## src/rtl/bsg_profiler_counter_dumper.sv

```systemverilog
`default_nettype none
// ============================================================================
// Module   : bsg_profiler_counter_dumper
// Brief    : Bank of saturating event counters with atomic snapshot and
//            valid/ready streaming read-out of the snapshot.
// Revision : 1.0 - initial release
// ============================================================================
module bsg_profiler_counter_dumper #(
    parameter int els_p     = 32,
    parameter int width_p   = 32,
    localparam int lg_els_lp = (els_p > 1) ? $clog2(els_p) : 1
) (
    input  logic                 clk_i,
    input  logic                 reset_i,
    input  logic [els_p-1:0]     countme_i,
    input  logic                 dump_v_i,
    input  logic                 clear_i,
    output logic                 dump_ready_o,
    output logic                 v_o,
    output logic [width_p-1:0]   data_o,
    output logic [lg_els_lp-1:0] id_o,
    output logic                 last_o,
    input  logic                 ready_i
);

    typedef enum logic [0:0] {
        S_IDLE = 1'b0,
        S_SEND = 1'b1
    } state_e;

    localparam logic [lg_els_lp-1:0] c_last_idx = lg_els_lp'(els_p - 1);

    state_e                 r_state;
    state_e                 w_state_next;
    logic [lg_els_lp-1:0]   r_idx;
    logic [lg_els_lp-1:0]   w_idx_next;
    logic                   w_accept;
    logic                   w_last;
    logic [width_p-1:0]     w_snap [els_p];

    assign dump_ready_o = (r_state == S_IDLE) & ~reset_i;
    assign w_accept     = dump_v_i & dump_ready_o;
    assign w_last       = (r_idx == c_last_idx);

    assign v_o    = (r_state == S_SEND) & ~reset_i;
    assign last_o = v_o & w_last;
    assign id_o   = r_idx;
    assign data_o = w_snap[r_idx];

    // Each counter owns its live and snapshot register; snapshot captures the
    // pre-increment value of the accept cycle.
    generate
        for (genvar k = 0; k < els_p; k++) begin : g_counter
            logic [width_p-1:0] r_live;
            logic [width_p-1:0] r_snap;

            always_ff @(posedge clk_i) begin
                if (reset_i) begin
                    r_live <= '0;
                    r_snap <= '0;
                end else begin
                    if (w_accept) begin
                        r_snap <= r_live;
                    end
                    if (w_accept && clear_i) begin
                        r_live <= {{(width_p-1){1'b0}}, countme_i[k]};
                    end else if (countme_i[k] && !(&r_live)) begin
                        r_live <= r_live + {{(width_p-1){1'b0}}, 1'b1};
                    end
                end
            end

            assign w_snap[k] = r_snap;
        end
    endgenerate

    always_comb begin
        w_state_next = r_state;
        w_idx_next   = r_idx;
        unique case (r_state)
            S_IDLE: begin
                if (w_accept) begin
                    w_state_next = S_SEND;
                    w_idx_next   = '0;
                end
            end
            S_SEND: begin
                if (ready_i) begin
                    if (w_last) begin
                        w_state_next = S_IDLE;
                        w_idx_next   = '0;
                    end else begin
                        w_idx_next = r_idx + lg_els_lp'(1);
                    end
                end
            end
            default: begin
                w_state_next = S_IDLE;
                w_idx_next   = '0;
            end
        endcase
    end

    always_ff @(posedge clk_i) begin
        if (reset_i) begin
            r_state <= S_IDLE;
            r_idx   <= '0;
        end else begin
            r_state <= w_state_next;
            r_idx   <= w_idx_next;
        end
    end

endmodule
`default_nettype wire

```

## config.mk

```make
export PLATFORM = sky130hd
export DESIGN_NAME = bsg_profiler_counter_dumper
export DESIGN_NICKNAME = d
export VERILOG_FILES = /design/src/rtl/bsg_profiler_counter_dumper.sv
export SDC_FILE = /design/constraint.sdc
export NUM_CORES = 2
export LEC_CHECK = 0
export ABC_AREA = 0
export CAP_MARGIN = 10
export CELL_PAD_IN_SITES_DETAIL_PLACEMENT = 1
export CELL_PAD_IN_SITES_GLOBAL_PLACEMENT = 2
export CORE_ASPECT_RATIO = 2
export CORE_MARGIN = 1.5
export CORE_UTILIZATION = 43
export CTS_CLUSTER_DIAMETER = 30
export DETAILED_ROUTE_END_ITERATION = 7
export GPL_TIMING_DRIVEN = 1
export HOLD_SLACK_MARGIN = 0.1
export PLACE_DENSITY_LB_ADDON = 0.1
export SLEW_MARGIN = 20
export SYNTH_ARGS = -nofsm -noshare
export SYNTH_HDL_FRONTEND = slang
export SYNTH_SLANG_ARGS = --single-unit
```

## constraint.sdc

```tcl
create_clock -name clk_i -period 5.95 [get_ports clk_i]
set_input_delay 1.19 -clock clk_i [delete_from_list [all_inputs] [get_ports clk_i]]
set_output_delay 1.19 -clock clk_i [all_outputs]
set_load 0.01 [all_outputs]
```

Yosys cells after proc, flatten, opt, wreduce, memory -nomap -nowiden. Cells that the tools add are included. W data, S select, Z words.

Flip-flop bits (word level): 2054. Output and inout bits: 40. Logic and storage cells: 348.

Add/subtract/negate cells: 33. $lt $le $gt $ge: 1. Equality and inequality tests: 3. Muxes and demuxes: 75. Bitwise logic cells: 7. Reduce and logical (&&, ||, !) cells: 131.

Operators by type and width (count): $add A32 B1 Y32 const B (32); $reduce_and A32 Y1 (32); $bmux W32 S5 (1); $mux W1 (67); $mux W32 (2); $reduce_bool A2 Y1 (32); $logic_and A1 B1 Y1 (33); $logic_not A1 Y1 (32); $mux W5 (3); $pmux W5 S2 (1); $ge A6 B6 Y1 const B (1); $not A5 Y6 (1); $add A5 B1 Y5 const B (1); $eq A5 B5 Y1 const B (1); $and A1 B1 Y1 (4); $ne A2 B2 Y1 const B (2); $not A1 Y1 (2); $pmux W1 S2 (1); $reduce_and A2 Y1 (1); $reduce_or A2 Y1 (1).

Longest topological paths before layout.
Depth in word-level cells: 5. Gate-level depth with buffers: 10. Depth with buffers taken out: 7.

Worst setup path before layout. OpenSTA, ideal clock, no wires.

Path kind: input to output. Start point: input reset_i. End point: output dump_ready_o. Arrival time: 2.575 ns. Required time: 4.760 ns. Path slack: 2.185 ns. Stages on the path: 6. Path buffers: 5. Cell sequence: clkbuf_1 -> clkbuf_1 -> clkbuf_1 -> clkbuf_1 -> buf_1 -> nor2_1.

Longest elaborated chain between the ends: 2.

Ends and longest elaborated chain: start: declaration (RTL line 14) `input logic reset_i,`; $not A1 Y1 (RTL line 41) `assign dump_ready_o = (r_state == S_IDLE) & ~reset_i;`; $and A1 B1 Y1 (RTL line 41); end: declaration (RTL line 18) `output logic dump_ready_o,`.

No other way between the ends.

Worst setup path after layout.
Start point: register r_idx[0] (netlist: id_o[0]). End point: output data_o[26].

Longest elaborated chain between the ends: 4.

Ends and longest elaborated chain: start: declaration (RTL line 35) `logic [lg_els_lp-1:0] r_idx;`; start signal: assignment (RTL line 110) `r_idx <= w_idx_next;`; $not A5 Y6 (not written as such) (RTL line 48) `assign data_o = w_snap[r_idx];`; $bmux W32 S5 (RTL line 48); $mux W32 (not written as such) (2 in series) (RTL line 48); end: declaration (RTL line 20) `output logic [width_p-1:0] data_o,`.

No other way between the ends. The select of a mux whose other input is x is not followed.

==> run_results.csv <==
group,metric,value,unit
placement,gp_congestion,1.00,
clock_network,cts-root-buf,"clkbuf_16",
power_and_ir_drop,p_sw,8880,uW
min_path,hold_class,"reg -> reg",
die,fp.dieH,675,um
sta,fin_crit_sh,0.977,
sta,skew,0.0267,ns
clock_network,htree_levels,5,
drt,routed_via_density,6.17,
yosys,synth-async-reset-ratio,0,
worst_setup_path,cp_num_buf_inv,2,
global_routing,antenna_found_initial,41,
clock_network,cts_resized,0,
yosys,synth.distinct_cells,77,
yosys,synth_cells,11400,
clock_network,post-cts-setup-buffer-count,0,
sta,fmax,172,MHz
sta,finalMaxSlewViolations,0,
worst_setup_path,crit_path_top_delay_cell,"a221oi_1",
yosys,synth_nets,11500,
die,die_x,339,um
global_routing,overflow,0,
finish,drive_above_1_share,0.0950,
placement,placed_area,99800,sq um
drt,drt-pass1-iter-count,5,
yosys,ys_seq_area_frac,0.423,
yosys,ys_ff_latch,2054,
power_and_ir_drop,p_per_area,328,nW/um^2
sta,relSlewSlack,0.205,
finish,final_cell_mix,"2051 x dfxtp_1, 1552 x nand2_1, 1427 x o21ai_0, 1108 x nand2b_1, 646 x a21oi_1",
power_and_ir_drop,irDropWorstVdd,279,uV
finish,syn_to_final_growth,16.0,%
global_routing,grt_first_pass_wirelength,620000,um
worst_setup_path,critPathLaunchType,"register",
worst_setup_path,path_class,"reg -> out",
sta,worst_slack,0.139,ns
worst_setup_path,crit_family,"buffers and inverters",
drt,wl_met2,212000,um
worst_setup_path,critPathCaptureType,"output port",
sta,setup_tns,0,ns
drt,drt_iter0_markers,5403,
power_and_ir_drop,switching_share,0.240,
yosys,yosys_warnings,0,
drt,met3WireLength,17200,um
power_and_ir_drop,power.leakage,0.0344,uW
run_status,status,"completed",
clock_network,cts_made_buffers,360,
sta,worst_slew_pin_slew,1.19,ns
job,drv_cap,0,
clock_network,clk_latency,0.92,ns
power_and_ir_drop,clock_power_share,0.591,
clock_network,clockBufferDepth,4,
global_routing,grt_pass1_vias,91900,
yosys,syn_area_per_cell,8.52,sq um
power_and_ir_drop,p_seq_frac,0.377,
sta,setup_viol,0,
clock_network,clock_sinks,2054,
drt,routed-via-count,89200,
power_and_ir_drop,p_int,28100,uW
drt,wl_per_cell,29.4,um
sta,hold_violations,0,
worst_setup_path,critical_path_required,4.76,ns
yosys,synth_ff_type,"dfxtp_1",
finish,final_area,113000,sq um
finish,final_common_cell,"dfxtp_1",
worst_setup_path,crit_chain,"buf_16 > mux4_2 > mux2i_1 > a221oi_1 > clkdlybuf4s50_1",
die,fp-row-count,246,
die,io_pins,77,
drt,top_layer,"met5",
placement,dp_hpwl,312000,um
clock_network,path_clk_slew,0.06,ns
global_routing,grt_use_total,0.366,
clock_network,cts_tree,"done",
die,initial_core_util,0.433,
placement,post-place-ws,1.05,ns
yosys,syn-cell-area,97100,sq um
worst_setup_path,crit_path_max_fanout,116,
sta,rsz0062_at_grt,"false",
yosys,synth_edf_count,0,
drt,antenna_left,0,
sta,min_period,5.81,ns
global_routing,grt_max_degree,241,
die,core,224000,sq um
clock_network,cts_hold_buf,0,
drt,wl_met1,127000,um
placement,port_buffers,76,
die,die-area,229000,sq um
worst_setup_path,slowest_delay,0.90,ns
drt,drc_errors,0,
drt,drt-total-wl,425000,um
worst_setup_path,cp.arrival,4.62,ns
power_and_ir_drop,combinationalPowerShare,0.032,
finish,layout.nets,11200,
==> synthesized netlist by cell type (all sizes together) (107+ instances only) <==
library cell	instances	area share
mux2i	217	0.022
clkbuf	651	0.025
and4	114	0.010
o21ai	1430	0.074
nand2	1553	0.060
mux4	256	0.059
nor4	132	0.0088
or3	392	0.025
nand2b	1108	0.071
nand3	385	0.020
buf	132	0.0062
dfxtp	2054	0.42
and3	107	0.0069
or4	289	0.022
nor2	351	0.014
o31ai	242	0.019
inv	134	0.0052
a21oi	647	0.033
xnor2	126	0.011
nand4	334	0.022
==> worst min-delay path: stages, from the launching register on <==
cell,delay (ns)
dfxtp_1,0.31
nand2b_1,0.06
o21ai_0,0.06
==> registers in the layout, summed over array words and instances, names as in the netlist <==
signal,flops
r_state,1
id_o,5
g_counter.r_snap,1024
g_counter.r_live,1024
==> layout make-up <==
cell class	count	area (sq um)
diodes	29	72.6
fillers	25800	112000
repair buffers	173	1860
flip-flops and latches	2054	41100
multi-input cells	8435	52700
clock inverters	230	2890
clock buffers	432	9790
inverters	134	503
well taps	2976	3720
==> path summary, 6_finish.rpt <==
| check | endpoint | slack (ns) | cells past startpoint | start |
|---|---|---|---|---|
| setup / recovery | data_o[26] | 0.14 | 5 | id_o[0]$_SDFFE_PP0P_ |
| hold / removal | g_counter[30].r_snap[27]$_SDFFE_PP0P_ | 0.48 | 2 | g_counter[30].r_snap[27]$_SDFFE_PP0P_ |
| setup reg to reg | g_counter[9].r_live[6]$_SDFFE_PP0P_ | 2.86 | 6 | g_counter[9].r_live[0]$_SDFFE_PP0P_ |
| hold reg to reg | g_counter[30].r_snap[27]$_SDFFE_PP0P_ | 0.48 | 2 | g_counter[30].r_snap[27]$_SDFFE_PP0P_ |
==> power groups by stage <==
stage                     Combinational, uW  Sequential (uW)  Clock [uW]
after floorplan                         846            14200           0
after global placement                 1170            14200           0
after detailed placement               1190            14200           0
after CTS                              1200            13900       22100
after global routing                   1290            13900       22700
final                                  1190            14000       21800
==> per-layer routing <==
layer,GRT usage,vias up
met3,0.0595,1415
met4,0.493,14
met1,0.311,44400
li1,-,40900
met5,0,-
met2,0.644,2479
==> kinds of logic after synthesis <==
logic type,synth area share
simple gates,0.275
compound gates,0.161
flops,0.423
buf+inv,0.0366
mux,0.0822
xor+xnor,0.0180
fa+ha+maj,0.00438
==> stage by stage <==
stage	std cells	util	power, uW	hold WS (ns)
finish	14500	0.502	37000	0.475
global route	14400	0.502	38000	0.490
CTS	14400	0.501	37300	0.476
detailed placement	13800	0.445	15400	0.465
global placement	13800	0.445	15400	0.458
floorplan	11400	-	15000	0.445
No activity file was read; power rests on OpenSTA's default activity.
